==> config.mk <==
export PLATFORM = sky130hd
export DESIGN_NAME = cache_op_controller
export DESIGN_NICKNAME = d
export VERILOG_FILES = /design/src/rtl/cache_op_controller.sv
export SDC_FILE = /design/constraint.sdc
export NUM_CORES = 1
export LEC_CHECK = 0
export CAP_MARGIN = 10
export CELL_PAD_IN_SITES_DETAIL_PLACEMENT = 0
export CELL_PAD_IN_SITES_GLOBAL_PLACEMENT = 1
export CORE_MARGIN = 2
export CORE_UTILIZATION = 33
export DETAILED_ROUTE_END_ITERATION = 7
export PLACE_DENSITY_LB_ADDON = 0.1
export SYNTH_ARGS = -nofsm -noshare
export SYNTH_HDL_FRONTEND = slang
export SYNTH_SLANG_ARGS = --single-unit
==> constraint.sdc <==
create_clock -name clk -period 2.23 [get_ports clk]
set_clock_uncertainty 0.05 [all_clocks]
set_input_delay 0.446 -clock clk [delete_from_list [all_inputs] [get_ports clk]]
set_output_delay 0.446 -clock clk [all_outputs]
set_load 0.02 [all_outputs]
==> src/rtl/cache_op_controller.sv <==
// Request sequencer for the cache memory block: GET/PUT/DEL over valid/ready,
// drives the block's control lines and returns status/value responses.
module cache_op_controller #(
  parameter int NUM_ENTRIES = 16,
  parameter int KEY_WIDTH   = 16,
  parameter int VALUE_WIDTH = 64,
  parameter int CNT_WIDTH   = $clog2(NUM_ENTRIES + 1)
) (
  input  logic                   clk,
  input  logic                   rst_n,
  input  logic                   req_valid,
  output logic                   req_ready,
  input  logic [1:0]             req_op,
  input  logic [KEY_WIDTH-1:0]   req_key,
  input  logic [VALUE_WIDTH-1:0] req_value,
  output logic                   resp_valid,
  input  logic                   resp_ready,
  output logic [1:0]             resp_status,
  output logic [VALUE_WIDTH-1:0] resp_value,
  output logic [NUM_ENTRIES-1:0] resp_index,
  output logic                   mem_write,
  output logic                   mem_delete,
  output logic                   mem_select_by_index,
  output logic [KEY_WIDTH-1:0]   mem_key,
  output logic [VALUE_WIDTH-1:0] mem_value,
  output logic [NUM_ENTRIES-1:0] mem_index,
  input  logic [VALUE_WIDTH-1:0] mem_value_out,
  input  logic [NUM_ENTRIES-1:0] mem_index_out,
  input  logic                   mem_hit,
  input  logic [NUM_ENTRIES-1:0] mem_used_entries,
  output logic                   busy,
  output logic [CNT_WIDTH-1:0]   entry_count
);

  typedef enum logic [2:0] {
    S_IDLE,
    S_LOOKUP,
    S_EVAL,
    S_WRITE,
    S_RESP
  } state_t;

  localparam logic [1:0] OP_GET = 2'd0;
  localparam logic [1:0] OP_PUT = 2'd1;
  localparam logic [1:0] OP_DEL = 2'd2;
  localparam logic [1:0] OP_RSV = 2'd3;

  localparam logic [1:0] ST_OK   = 2'd0;
  localparam logic [1:0] ST_NF   = 2'd1;
  localparam logic [1:0] ST_FULL = 2'd2;
  localparam logic [1:0] ST_INV  = 2'd3;

  localparam logic [NUM_ENTRIES-1:0] ONE = NUM_ENTRIES'(1);

  state_t state_q, state_d;

  logic [1:0]             op_q, op_d;
  logic [KEY_WIDTH-1:0]   key_q, key_d;
  logic [VALUE_WIDTH-1:0] val_q, val_d;
  logic [NUM_ENTRIES-1:0] tgt_q, tgt_d;

  logic                   req_ready_q, req_ready_d;
  logic                   resp_valid_q, resp_valid_d;
  logic [1:0]             resp_status_q, resp_status_d;
  logic [VALUE_WIDTH-1:0] resp_value_q, resp_value_d;
  logic [NUM_ENTRIES-1:0] resp_index_q, resp_index_d;
  logic                   mem_write_q, mem_write_d;
  logic                   mem_delete_q, mem_delete_d;
  logic [KEY_WIDTH-1:0]   mem_key_q, mem_key_d;
  logic [VALUE_WIDTH-1:0] mem_value_q, mem_value_d;
  logic [NUM_ENTRIES-1:0] mem_index_q, mem_index_d;
  logic                   busy_q, busy_d;
  logic [CNT_WIDTH-1:0]   entry_count_q, entry_count_d;

  logic [NUM_ENTRIES-1:0] free_v;
  logic [NUM_ENTRIES-1:0] first_free;
  logic                   all_used;
  logic                   is_get, is_put, is_del;
  logic                   mem_active;

  // two's-complement trick isolates the lowest free entry as one-hot
  assign free_v     = ~mem_used_entries;
  assign first_free = free_v & (~free_v + ONE);
  assign all_used   = &mem_used_entries;

  assign is_get = (op_q == OP_GET);
  assign is_put = (op_q == OP_PUT);
  assign is_del = (op_q == OP_DEL);

  always_comb begin
    entry_count_d = '0;
    for (int i = 0; i < NUM_ENTRIES; i++) begin
      entry_count_d = entry_count_d
        + CNT_WIDTH'(mem_used_entries[i]);
    end
  end

  always_comb begin
    state_d       = state_q;
    op_d          = op_q;
    key_d         = key_q;
    val_d         = val_q;
    tgt_d         = tgt_q;
    resp_status_d = resp_status_q;
    resp_value_d  = resp_value_q;
    resp_index_d  = resp_index_q;

    unique case (state_q)
      S_IDLE: begin
        if (req_valid) begin
          op_d  = req_op;
          key_d = req_key;
          val_d = req_value;
          if (req_key == '0 || req_op == OP_RSV) begin
            state_d       = S_RESP;
            resp_status_d = ST_INV;
            resp_value_d  = '0;
            resp_index_d  = '0;
          end else begin
            state_d = S_LOOKUP;
          end
        end
      end
      S_LOOKUP: state_d = S_EVAL;
      S_EVAL: begin
        unique case (1'b1)
          is_get: begin
            state_d = S_RESP;
            if (mem_hit) begin
              resp_status_d = ST_OK;
              resp_value_d  = mem_value_out;
              resp_index_d  = mem_index_out;
            end else begin
              resp_status_d = ST_NF;
              resp_value_d  = '0;
              resp_index_d  = '0;
            end
          end
          is_put: begin
            if (mem_hit) begin
              tgt_d   = mem_index_out;
              state_d = S_WRITE;
            end else if (!all_used) begin
              tgt_d   = first_free;
              state_d = S_WRITE;
            end else begin
              state_d       = S_RESP;
              resp_status_d = ST_FULL;
              resp_value_d  = '0;
              resp_index_d  = '0;
            end
          end
          is_del: begin
            if (mem_hit) begin
              tgt_d   = mem_index_out;
              state_d = S_WRITE;
            end else begin
              state_d       = S_RESP;
              resp_status_d = ST_NF;
              resp_value_d  = '0;
              resp_index_d  = '0;
            end
          end
          default: begin
            state_d       = S_RESP;
            resp_status_d = ST_INV;
            resp_value_d  = '0;
            resp_index_d  = '0;
          end
        endcase
      end
      S_WRITE: begin
        state_d       = S_RESP;
        resp_status_d = ST_OK;
        resp_value_d  = '0;
        resp_index_d  = tgt_q;
      end
      S_RESP: begin
        if (resp_ready) state_d = S_IDLE;
      end
      default: state_d = S_IDLE;
    endcase

    // outputs are registered, so decode them from the next state
    mem_active   = (state_d == S_LOOKUP)
                || (state_d == S_EVAL)
                || (state_d == S_WRITE);
    req_ready_d  = (state_d == S_IDLE);
    resp_valid_d = (state_d == S_RESP);
    busy_d       = (state_d != S_IDLE);
    mem_key_d    = mem_active ? key_d : '0;
    mem_write_d  = (state_d == S_WRITE) && (op_d == OP_PUT);
    mem_delete_d = (state_d == S_WRITE) && (op_d == OP_DEL);
    mem_value_d  = mem_write_d ? val_d : '0;
    mem_index_d  = (state_d == S_WRITE) ? tgt_d : '0;

    if (state_d == S_IDLE) begin
      resp_status_d = '0;
      resp_value_d  = '0;
      resp_index_d  = '0;
    end
  end

  always_ff @(posedge clk or negedge rst_n) begin
    if (!rst_n) begin
      state_q       <= S_IDLE;
      op_q          <= '0;
      key_q         <= '0;
      val_q         <= '0;
      tgt_q         <= '0;
      req_ready_q   <= 1'b1;
      resp_valid_q  <= 1'b0;
      resp_status_q <= '0;
      resp_value_q  <= '0;
      resp_index_q  <= '0;
      mem_write_q   <= 1'b0;
      mem_delete_q  <= 1'b0;
      mem_key_q     <= '0;
      mem_value_q   <= '0;
      mem_index_q   <= '0;
      busy_q        <= 1'b0;
      entry_count_q <= '0;
    end else begin
      state_q       <= state_d;
      op_q          <= op_d;
      key_q         <= key_d;
      val_q         <= val_d;
      tgt_q         <= tgt_d;
      req_ready_q   <= req_ready_d;
      resp_valid_q  <= resp_valid_d;
      resp_status_q <= resp_status_d;
      resp_value_q  <= resp_value_d;
      resp_index_q  <= resp_index_d;
      mem_write_q   <= mem_write_d;
      mem_delete_q  <= mem_delete_d;
      mem_key_q     <= mem_key_d;
      mem_value_q   <= mem_value_d;
      mem_index_q   <= mem_index_d;
      busy_q        <= busy_d;
      entry_count_q <= entry_count_d;
    end
  end

  assign req_ready           = req_ready_q;
  assign resp_valid          = resp_valid_q;
  assign resp_status         = resp_status_q;
  assign resp_value          = resp_value_q;
  assign resp_index          = resp_index_q;
  assign mem_write           = mem_write_q;
  assign mem_delete          = mem_delete_q;
  assign mem_select_by_index = 1'b0;
  assign mem_key             = mem_key_q;
  assign mem_value           = mem_value_q;
  assign mem_index           = mem_index_q;
  assign busy                = busy_q;
  assign entry_count         = entry_count_q;

endmodule
# ---- Word level (Yosys, flattened, before mapping)
# Index checks and enable logic that the tools add are counted.
dict set report word_totals {
  word_cells 116
  n_memories 0
  rom_bits 0
  mem_bits_rw 0
  latchBits 0
  register_bits 289
}
dict set report classes {
  div 0
  add_sub_neg 16
  n_reduce_logical 13
  eq_ne 18
  order_cmp 0
  bitwise_logic 3
  shift 0
  muxes 49
  multipliers 0
}
# op count
set op_table {}
lappend op_table {{64-bit 2-to-1 mux} 10}
lappend op_table {{64-bit case mux with 3 select lines} 2}
lappend op_table {{16-bit 2-to-1 mux} 15}
lappend op_table {{16-bit case mux with 3 select lines} 2}
lappend op_table {{5-bit by 1-bit adder with 5-bit output} 11}
lappend op_table {{16-bit inverter} 2}
lappend op_table {{16-bit case mux with 2 select lines} 1}
lappend op_table {{3-bit 2-to-1 mux} 6}
lappend op_table {{16-bit by 1-bit adder with 16-bit output, second input constant} 1}
lappend op_table {{16-bit bitwise AND} 1}
lappend op_table {{16-bit logical NOT} 1}
lappend op_table {{2-bit 2-to-1 mux} 8}
lappend op_table {{16-bit AND reduction} 1}
lappend op_table {{3-bit case mux with 5 select lines} 1}
lappend op_table {{3-bit by 2-bit == test with 1-bit output, second input constant} 4}
lappend op_table {{4-bit inequality test, second input constant} 3}
lappend op_table {{2-bit case mux with 3 select lines} 2}
lappend op_table {{2-bit == test, second input constant} 3}
lappend op_table {{3-bit by 1-bit == test with 1-bit output, second input constant} 2}
lappend op_table {{3-bit == test, second input constant} 2}
lappend op_table {{3-bit logical NOT} 2}
lappend op_table {{3-bit inequality test, second input constant} 2}
lappend op_table {{3-bit case mux with 2 select lines} 1}
lappend op_table {{6-bit AND reduction} 1}
lappend op_table {{other kinds (11)} 15}

# ---- Logic depth before layout (Yosys ltp)
# Gate-level depths: netlist (run 1).
dict set report logic_depth {
  depth_word 15
  mapped_depth 12
  ltp_nobuf 12
}

# ---- Least setup slack after synthesis (run 1)
# No wires, ideal clock.
dict set report synth_path {
  path_kind {in2reg}
  from {input port mem_used_entries[5]}
  to {register entry_count_q[4], in the netlist entry_count[4]}
  t_arrival_ps 3276
  n_path_buf 0
  path_slack_ps -1160
  setup_time_ps 64
  cell_stages 11
  path_cell_list {inv_1 fa_1 fa_1 fa_1 fa_1 inv_1 ha_1 inv_1 fa_1 nor2b_1 o21a_1}
}
dict set report synth_via {
  elab_chain_cells 11
}
# element line
set synth_rtl {}
lappend synth_rtl {{start, declared} 30} ;# input logic [NUM_ENTRIES-1:0] mem_used_entries,
lappend synth_rtl {{5-bit by 1-bit adder with 5-bit output (11 in a row)} 94} ;# + CNT_WIDTH'(mem_used_entries[i]);
lappend synth_rtl {{via entry_count_d[4]} 73} ;# logic [CNT_WIDTH-1:0] entry_count_q, entry_count_d;
lappend synth_rtl {{end signal, assigned} 240} ;# entry_count_q <= entry_count_d;
lappend synth_rtl {{end, declared} 73}
# The timed path passes the listed nets, and every way through them passes these cells.
# A chain may end at the register's enable or synchronous reset.

# ---- Worst setup path in the final report (run 1)
dict set report layout_path {
  from {input port mem_used_entries[1]}
  to {register entry_count_q[4], in the netlist entry_count[4]}
}
dict set report layout_via {
  elab_chain_cells 15
}
# element line
set layout_rtl {}
lappend layout_rtl {{1-bit by 1-bit adder with 2-bit output} 94}
lappend layout_rtl {{2-bit by 1-bit adder with 3-bit output} 94}
lappend layout_rtl {{3-bit by 1-bit adder with 4-bit output} 94}
lappend layout_rtl {{4-bit by 1-bit adder with 5-bit output} 94}
lappend layout_rtl {{5-bit by 1-bit adder with 5-bit output (11 in a row)} 94}
lappend layout_rtl {{via entry_count_d[4]} 73}
# The timed path passes the listed nets, and every way through them passes these cells.

==> summary.txt, run 1 <==
Status
  – Status: complete, but fails checks
  – Failing checks: setup timing

Global routing
  – First-pass GRT wire length: around 70000 um
  – Remaining Overflow, GRT: 0
  – Total Routing Usage GR: 0.235
  – Largest net degree at the start of global routing: 83
  – Initial antenna violation count: 9
  – Vias in the first global route: between 10000 and 15000

Setup path
  – Worst R2R End: mem_write
  – R2R Setup Slk: -150 ps
  – Worst setup EP type: register
  – CP startpoint kind: primary input
  – Crit path kind: primary input to register
  – CP Max Fanout: 2
  – R2R Path Start: op_q[1]
  – Critical path data arrival time: about 3500 ps
  – Worst EP required: between 2000 and 3000 ps
  – FF-to-FF path depth: 13

STA
  – RSZ-0062 raised after global routing: yes
  – Post-route minimum period: 3080 ps
  – Setup TNS: -8250 ps
  – Max Clk Rate: 325 MHz
  – Worst slew pin tran: between 500 and 600 ps
  – Final setup fails: 97
  – Final slew viol count: 0
  – Hold Vio Cnt, Final: 0
  – Final worst slack: -851 ps
  – Fin crit share: 1.38
  – Slew margin rel.: 0.659
  – Final Hold Slack: between 300 and 400 ps

Route
  – Initial DRC count: between 400 and 500
  – Drt wl/cell: 22.0 um
  – Pre-Repair DR Iteration Count: 4
  – Vias: roughly 11000
  – # DRC: 0
  – Drt total wl: 47300 um
  – Routed vias/inst: 5.19
  – Antenna viol nets, final: 0

Job
  – Max-cap viol count: 0

Clock tree
  – CTS max path bufs: 3
  – Clock Sinks: around 290
  – Register clock-pin slew on the reported worst setup and hold paths: 60 ps
  – CTS tree: done
  – Clock latency at the later pin of the worst-skew pair: between 500 and 600 ps
  – Clock root buffer: clkbuf_16
  – Cts bufs inserted: 35
  – H-tree Lvls: 2

Synthesis
  – Main combinational cell family by area after synthesis: simple AND/OR/NAND/NOR gates
  – Post-synthesis mux area share: 0.0759
  – Post-synth EDFFs: 0
  – Mapped Cells: between 1000 and 1500
  – FFs w/ async S/R, synth: 1.00
  – Yosys warning count: 0
  – XOR/XNOR Fraction of Synth Area: 0.00141
  – Post-synthesis simple-gate area fraction: 0.136
  – Post-Syn Area: 12500 um^2
  – Sequential fraction of the synthesis area: 0.581
  – Post-synthesis register bit count: 289
  – Mapped Nets: 1288
  – Area share of fa/ha/maj cells after synthesis: 0.0271
  – Synth cell types: 60
  – Compound-Gate Fraction of Synth Area: 0.130
  – Top FF cell, synth: dfrtp_1
  – Avg Cell Area, Syn: 11.5 um^2

Power and ir drop
  – Clk pwr share: 0.218
  – Sw Pwr: 9.41 mW
  – Logic pwr share: 0.522
  – P per Cell Area: 1160 nW/um^2
  – Sequential power share: 0.260
  – Worst VDD drop: between 800 and 900 uV
  – P_int: around 16 mW
  – Leak Pwr: a little over 9 nW
  – Net Sw Frac: 0.367

Die
  – Initial Util: 0.333
  – Die area: 39300 um^2
  – Die Y: 198 um
  – Core area: around 37000 um^2
  – Row cnt: 71
  – I/O pins: about 370
  – Die X-Extent: roughly 200 um

Final layout
  – Final Non-Filler Cells: about 2100
  – P&R area growth vs syn: 78.0%
  – Fin util: 0.593
  – Commonest non-fill, non-tap cells in the layout: clkdlybuf4s50_1, dfrtp_1, buf_4
  – Fin nets: 1808
  – Proportion of layout cells with a drive suffix above 1: 0.375
  – Commonest non-fill, non-tap cell in the layout: clkdlybuf4s50_1

Placed design
  – Final RePlAce weighted congestion: 0.806
  – Port Buffers: 370
  – Placed Cells: around 2000
  – Detailed placement HPWL: 29000 um
  – Pre-CTS setup slack: -1820 ps

Worst hold path
  – Worst hold start: mem_used_entries[9]
  – Hold Crit Class: primary input to register
  – Hold Path Depth: 5
  – Hold EP: tgt_q[9]
[worst max path at each step]
stage                    startpoint              to  slack, ps  cells past startpoint
6_report        mem_used_entries[1]  entry_count[4]       -850                     12
3_3_place_gp    mem_used_entries[5]  entry_count[1]      -1750                     11
4_1_cts         mem_used_entries[0]  entry_count[4]       -890                     12
2_1_floorplan  mem_used_entries[11]  entry_count[1]      -1130                     10
3_5_place_dp    mem_used_entries[5]  entry_count[4]      -1820                     12
5_1_grt         mem_used_entries[1]  entry_count[4]       -920                     12
[state kept, by name, summed over array words and instances, names as in the netlist]
signal	flops
mem_delete	1
state_q	3
entry_count	5
mem_index	16
op_q	2
resp_value	64
mem_write	1
resp_index	16
val_q	64
busy	1
resp_status	2
mem_key	16
resp_valid	1
mem_value	64
req_ready	1
key_q	16
tgt_q	16
[through the flow]
stage	power, mW	cell area (um^2)
after detailed placement	14.9	17800
after global placement	14.8	17800
after floorplan	11.3	12500
after global routing	26.9	22200
final	25.7	22200
after CTS	24.5	21200
[metal layers]
layer | up-vias | track usage | share of wire
li1 | 5038 | - | -
met4 | 6 | 0.0757 | 0.026
met1 | 5658 | 0.302 | 0.41
met2 | 359 | 0.380 | 0.48
met5 | - | 0 | 0.00085
met3 | 80 | 0.0714 | 0.080
[critical path, cell delays in order]
cell and delay, ps:
buf_6 100, fa_1 560, inv_2 40, fa_1 480, fa_1 520, fa_1 430
inv_2 80, ha_4 150, inv_4 30, fa_2 400, nor2b_1 130, o21a_1 120
[power by group through the flow]
stage	registers, mW	logic, mW	clock network [mW]
after detailed placement	6.78	8.16	0
after global placement	6.74	8.10	0
final	6.68	13.4	5.59
after global routing	6.79	14.2	5.94
after CTS	6.68	12.1	5.74
after floorplan	6.90	4.38	0
[repair_timing]
action,CTS,global route
hold buffers,1,0
pin swaps,135,99
endpoints found under the hold margin,39,0
setup endpoints to repair,192,193
gates resized for setup,293,174
buffers inserted,59,13
gates cloned,26,11
[kinds of logic after synthesis]
| kind of cell | after synthesis |
|---|---|
| simple gates | 310 |
| flops | 289 |
| compound gates | 241 |
| buf+inv | 136 |
| mux | 84 |
| fa+ha+maj | 21 |
| xor+xnor | 2 |
| other cells | 1 |
[cell type report]
class / instances / area (um^2)
inverters: 28 / 120
repair buffers: 591 / 6790
fillers: 3046 / 15200
diodes: 8 / 20.0
clock inverters: 12 / 130
clock buffers: 50 / 992
well taps: 511 / 639
multi-input cells: 659 / 6250
flip-flops and latches: 289 / 7240
[synth_stat cells, types with 11 or more instances]
master    count  area share
buf_4        17       0.010
nor3b_1      31       0.019
dfrtp_1     288        0.58
buf_2        25       0.010
inv_1        27      0.0081
nand4_1      67       0.034
nand2_1      85       0.026
nand3_1      13      0.0052
nor3_1       68       0.027
a22oi_1      94       0.057
mux2_2       84       0.076
o21ai_0      92       0.037
ha_1         11       0.011
clkbuf_1     63       0.019
No activity file was read; power rests on OpenSTA's default activity.
==> inputs of run 2 (changes only) <==
Settings changed: MAX_ROUTING_LAYER set to met4.
==> summary.txt, run 2 (synthesized netlist as in run 1, its figures left out) <==
Placed design
  – Detailed placement HPWL: 29000 um
  – Port Buffers: 370
  – Final RePlAce weighted congestion: between 0.8 and 0.9
  – DP Area: around 18000 um^2

Power and ir drop
  – Total power: 25.7 mW
  – Worst VDD drop: 809 uV
  – Leak Pwr: between 9 and 10 nW
  – P per Cell Area: 1160 nW/um^2

Setup path
  – Critical-path top delay cell: fa_1
  – CP Max Fanout: 2
  – CP startpoint kind: primary input
  – Crit path kind: primary input to register
  – Worst setup EP type: register
  – CP Buf/Inv Count: 4
  – Family with the most delay on the worst path: adder cells
  – Crit-path cells: buf_6 -> fa_1 -> inv_2 -> fa_1 -> fa_1 -> fa_1 -> inv_2 -> ha_4 -> inv_4 -> fa_2 -> nor2b_1 -> o21a_1
  – CP dominant cell by count: fa_1
  – Worst EP required: 2630 ps
  – Critical path data arrival time: around 3500 ps
  – CP peak stage delay: 560 ps

Final layout
  – Proportion of layout cells with a drive suffix above 1: 0.376
  – Final non-filler cell area: 22200 um^2
  – Commonest non-fill, non-tap cells in the layout: clkdlybuf4s50_1, dfrtp_1, buf_4
  – P&R area growth vs syn: 78.1%
  – Commonest non-fill, non-tap cell in the layout: clkdlybuf4s50_1
  – Fin nets: ~1800

Clock tree
  – Clock Sinks: 289
  – Clock latency at the later pin of the worst-skew pair: approximately 500 ps
  – CTS max path bufs: 3
  – H-tree Lvls: 2
  – Cts bufs inserted: 35
  – Register clock-pin slew on the reported worst setup and hold paths: around 60 ps
  – CTS tree: done
  – Clock root buffer: clkbuf_16

STA
  – Final setup fails: just over 90
  – Final worst slack: -850 ps
  – Final Hold Slack: 351 ps
  – Max Clk Rate: 325 MHz
  – RSZ-0062 raised after global routing: yes
  – Hold Vio Cnt, Final: 0
  – Post-route minimum period: 3080 ps
  – Fin crit share: 1.38
  – Final slew viol count: 0
  – Slew margin rel.: 0.660
  – Worst slew pin tran: roughly 510 ps

Die
  – Core area: 37400 um^2
  – Die X-Extent: approximately 200 um
  – Die area: 39300 um^2
  – Initial Util: 0.333
  – I/O pins: ~370
  – Die Y: about 200 um
  – Row cnt: 71

Status
  – Status: complete, but fails checks
  – Failing checks: setup timing

Route
  – DR top layer: met4
  – Pre-Repair DR Iteration Count: 4
  – # DRC: 0
  – Met3 wire length: around 3600 um
  – DRT met1 WL: 19700 um
  – Metal2 WL: 22800 um
  – Antenna viol nets, final: 0
  – Initial DRC count: 453
  – Vias: between 10000 and 15000
  – Routed vias/inst: about 5.2
  – Drt wl/cell: 22.0 um
  – Drt total wl: 47200 um

Global routing
  – Remaining Overflow, GRT: 0
  – First-pass GRT wire length: 71000 um
  – Initial antenna violation count: 8
  – Total Routing Usage GR: 0.242
  – Largest net degree at the start of global routing: 83
  – Vias in the first global route: 11846

Worst hold path
  – Hold Crit Class: primary input to register

Job
  – Max-cap viol count: 0
## run 2: cell types whose count changed in the layout (fill, tap and decap cells not counted)
cell / delta
diode_2: +2
a22oi_1: -1
a22oi_2: +1
## run 2: stage by stage
stage / worst slack (ps) / cells / TNS (ps) / util
global route: -922 / 2149 / -25400 / 0.593
global placement: -1750 / 1984 / -156460 / 0.476
floorplan: -1130 / 1084 / -4910 / -
CTS: -890 / 2131 / -12350 / 0.568
finish: -850 / 2150 / -8490 / 0.593
detailed placement: -1820 / 1984 / -154750 / 0.476
## run 2: final timing paths
kind	start	endpoint	slack, ps	depth (start not counted)
setup / recovery	mem_used_entries[1]	entry_count[4]	-850	12
min in group asynchronous	rst_n	resp_value[18]	430	2
setup reg to reg	op_q[1]	mem_write	-150	13
max in group asynchronous	rst_n	mem_value[18]	1050	3
hold / removal	mem_used_entries[9]	tgt_q[9]	350	5
hold reg to reg	key_q[15]	key_q[15]	440	1
## run 2: layer usage
layer | global-route usage | vias up
li1 | - | 5048
met1 | 0.305 | 5690
met2 | 0.381 | 342
met3 | 0.0669 | 74
met4 | 0.0735 | 0
met5 | - | -
## run 2: what timing repair did
action | in CTS | in global routing
pin swaps | 135 | 100
gates cloned | 26 | 11
setup buffers | 59 | 13
gates resized for setup | 293 | 175
endpoints found under the hold margin | 39 | 0
endpoints found under the setup margin | 192 | 193
hold buffers | 1 | 0
## run 2: final cells by class
type	instances	area, um^2
inverter	28	120
multi-input combinational	659	6260
fill	3053	15200
timing repair buffer	591	6790
clock buffer	50	992
tap	511	639
antenna	10	25.0
sequential	289	7240
clock inverter	12	130
## run 2: worst min-delay path, delay by kind of cell
family | cells | cell delay (ps)
buf+inv | 3 | 280
simple gates | 2 | 150
## run 2: where the power goes
| group | leakage (nW) | total, mW | switching, mW | internal, mW |
|---|---|---|---|---|
| combinational | 4.80 | 13.4 | 6.78 | 6.59 |
| sequential | 3.82 | 6.68 | 0.363 | 6.32 |
| clock | 0.547 | 5.62 | 2.27 | 3.34 |
==> inputs of run 3 (changes only) <==
Settings changed: CORE_UTILIZATION 33 to 25.
==> summary.txt, run 3 (synthesized netlist as in run 1, its figures left out) <==
Route
  – Antenna viol nets, final: 0
  – Pre-Repair DR Iteration Count: 5
  – Initial DRC count: 524
  – Vias: between 10000 and 15000
  – Routed vias/inst: 4.83
  – Drt wl/cell: roughly 22 um
  – Drt total wl: around 52000 um
  – # DRC: 0

Final layout
  – P&R area growth vs syn: 81.1%
  – Multi-input gate area: 6080 um^2
  – Proportion of layout cells with a drive suffix above 1: 0.371
  – FF/Latch Area: 7230 um^2
  – Commonest non-fill, non-tap cell in the layout: clkdlybuf4s50_1
  – Fin nets: 1816
  – Fin util: 0.460
  – Commonest non-fill, non-tap cells in the layout: clkdlybuf4s50_1, dfrtp_1, buf_4
  – # fillers: 4591

Setup path
  – CP Max Fanout: 2
  – CP startpoint kind: primary input
  – Crit path kind: primary input to register
  – Worst EP required: 2660 ps
  – Worst setup EP type: register
  – Critical path data arrival time: about 3500 ps

Clock tree
  – Clock Sinks: slightly below 300
  – Cts bufs inserted: 38
  – CTS tree: done
  – Clock root buffer: clkbuf_16
  – H-tree Lvls: 2
  – CTS max path bufs: 3
  – Register clock-pin slew on the reported worst setup and hold paths: 50 ps
  – Clock latency at the later pin of the worst-skew pair: 550 ps

Status
  – Failing checks: setup timing
  – Status: complete, but fails checks

Global routing
  – Initial antenna violation count: 7
  – Total Routing Usage GR: 0.199
  – Vias in the first global route: 11883
  – Largest net degree at the start of global routing: 65
  – Remaining Overflow, GRT: 0
  – First-pass GRT wire length: 75400 um

Job
  – Max-cap viol count: 0

Worst hold path
  – Hold Crit Class: primary input to register

Power and ir drop
  – Leak Pwr: 9.24 nW
  – Logic pwr share: 0.515
  – Sequential power share: 0.248
  – Clk pwr share: 0.237
  – Worst VDD drop: 696 uV
  – Net Sw Frac: 0.355
  – P per Cell Area: 1200 nW/um^2
  – P_int: 17.4 mW
  – Sw Pwr: 9.57 mW

Placed design
  – Pre-CTS setup slack: -1810 ps
  – Detailed placement HPWL: about 34000 um
  – Final RePlAce weighted congestion: 0.805
  – Port Buffers: 370

Die
  – Core area: 49100 um^2
  – Die X-Extent: 227 um
  – Initial Util: 0.254
  – Row cnt: 81
  – I/O pins: ~370
  – Die area: 51600 um^2
  – Die Y: 227 um

STA
  – Final setup fails: 101
  – Hold Vio Cnt, Final: 0
  – Worst slew pin tran: approximately 560 ps
  – Final worst slack: -854 ps
  – Slew margin rel.: 0.623
  – Max Clk Rate: 324 MHz
  – Final slew viol count: 0
  – Setup TNS: -7890 ps
  – Fin crit share: 1.38
  – RSZ-0062 raised after global routing: yes
  – Post-route minimum period: 3080 ps
[run 3: cell types whose count changed in the layout (fill, tap and decap cells not counted), moves of 11 or more]
cell / previous run / this run
nor3_4: 50 / 33
nor3_2: 16 / 29
buf_6: 40 / 28
clkbuf_16: 44 / 55
[run 3: per-stage QoR]
stage          area, um^2  total power, mW  cells  hold WS [ps]
4_1_cts             21700             26.0   2279           289
6_report            22600             27.0   2313           299
2_1_floorplan       12500             11.3   1084           100
3_3_place_gp        18200             15.6   2155           358
5_1_grt             22600             28.3   2313           279
3_5_place_dp        18200             15.6   2155           352
[run 3: area by class of cell]
class / count / share of cell area
Sequential cell: 289 / 0.321
Timing Repair Buffer: 596 / 0.309
Multi-Input combinational cell: 659 / 0.270
Clock buffer: 59 / 0.0515
Tap cell: 664 / 0.0368
Clock inverter: 11 / 0.00677
Inverter: 28 / 0.00499
Antenna cell: 7 / 0.000777
[run 3: what timing repair did]
item / 4_1_cts / 5_1_grt
hold buffers: 1 / 0
pin swaps: 179 / 136
buffers inserted: 30 / 21
setup endpoints to repair: 193 / 191
cloned: 25 / 17
resized for setup: 316 / 105
endpoints found under the hold margin: 32 / 0
[run 3: per-layer routing]
layer	GRT usage	share of wire
met4	0.0643	0.026
met2	0.315	0.49
met5	-	0
met3	0.0461	0.062
met1	0.252	0.42
[run 3: critical path, cell delays in order]
cell     delay (ps)
buf_8           100
fa_1            570
inv_1            60
fa_1            450
fa_1            530
fa_1            440
inv_2            90
ha_4            150
inv_2            40
fa_2            390
nor2b_1         130
o21a_1          120
[run 3: path summary, 6_finish.rpt]
kind / start / endpoint / slack, ps / depth (start not counted)
worst max-delay path: mem_used_entries[0] / entry_count[4] / -850 / 12
worst min-delay path: mem_used_entries[2] / entry_count[0] / 300 / 3
worst max register to register: op_q[1] / resp_value[61] / -130 / 12
worst min register to register: key_q[2] / key_q[2] / 440 / 1
max in group asynchronous: rst_n / mem_value[40] / 1040 / 3
min in group asynchronous: rst_n / resp_value[1] / 370 / 2
[run 3: power by group through the flow]
stage | sequential [mW] | clock [mW] | combinational (mW)
after detailed placement | 6.77 | 0 | 8.86
after global placement | 6.74 | 0 | 8.89
after global routing | 6.79 | 6.79 | 14.7
after floorplan | 6.90 | 0 | 4.38
after CTS | 6.69 | 6.59 | 12.7
final | 6.68 | 6.39 | 13.9
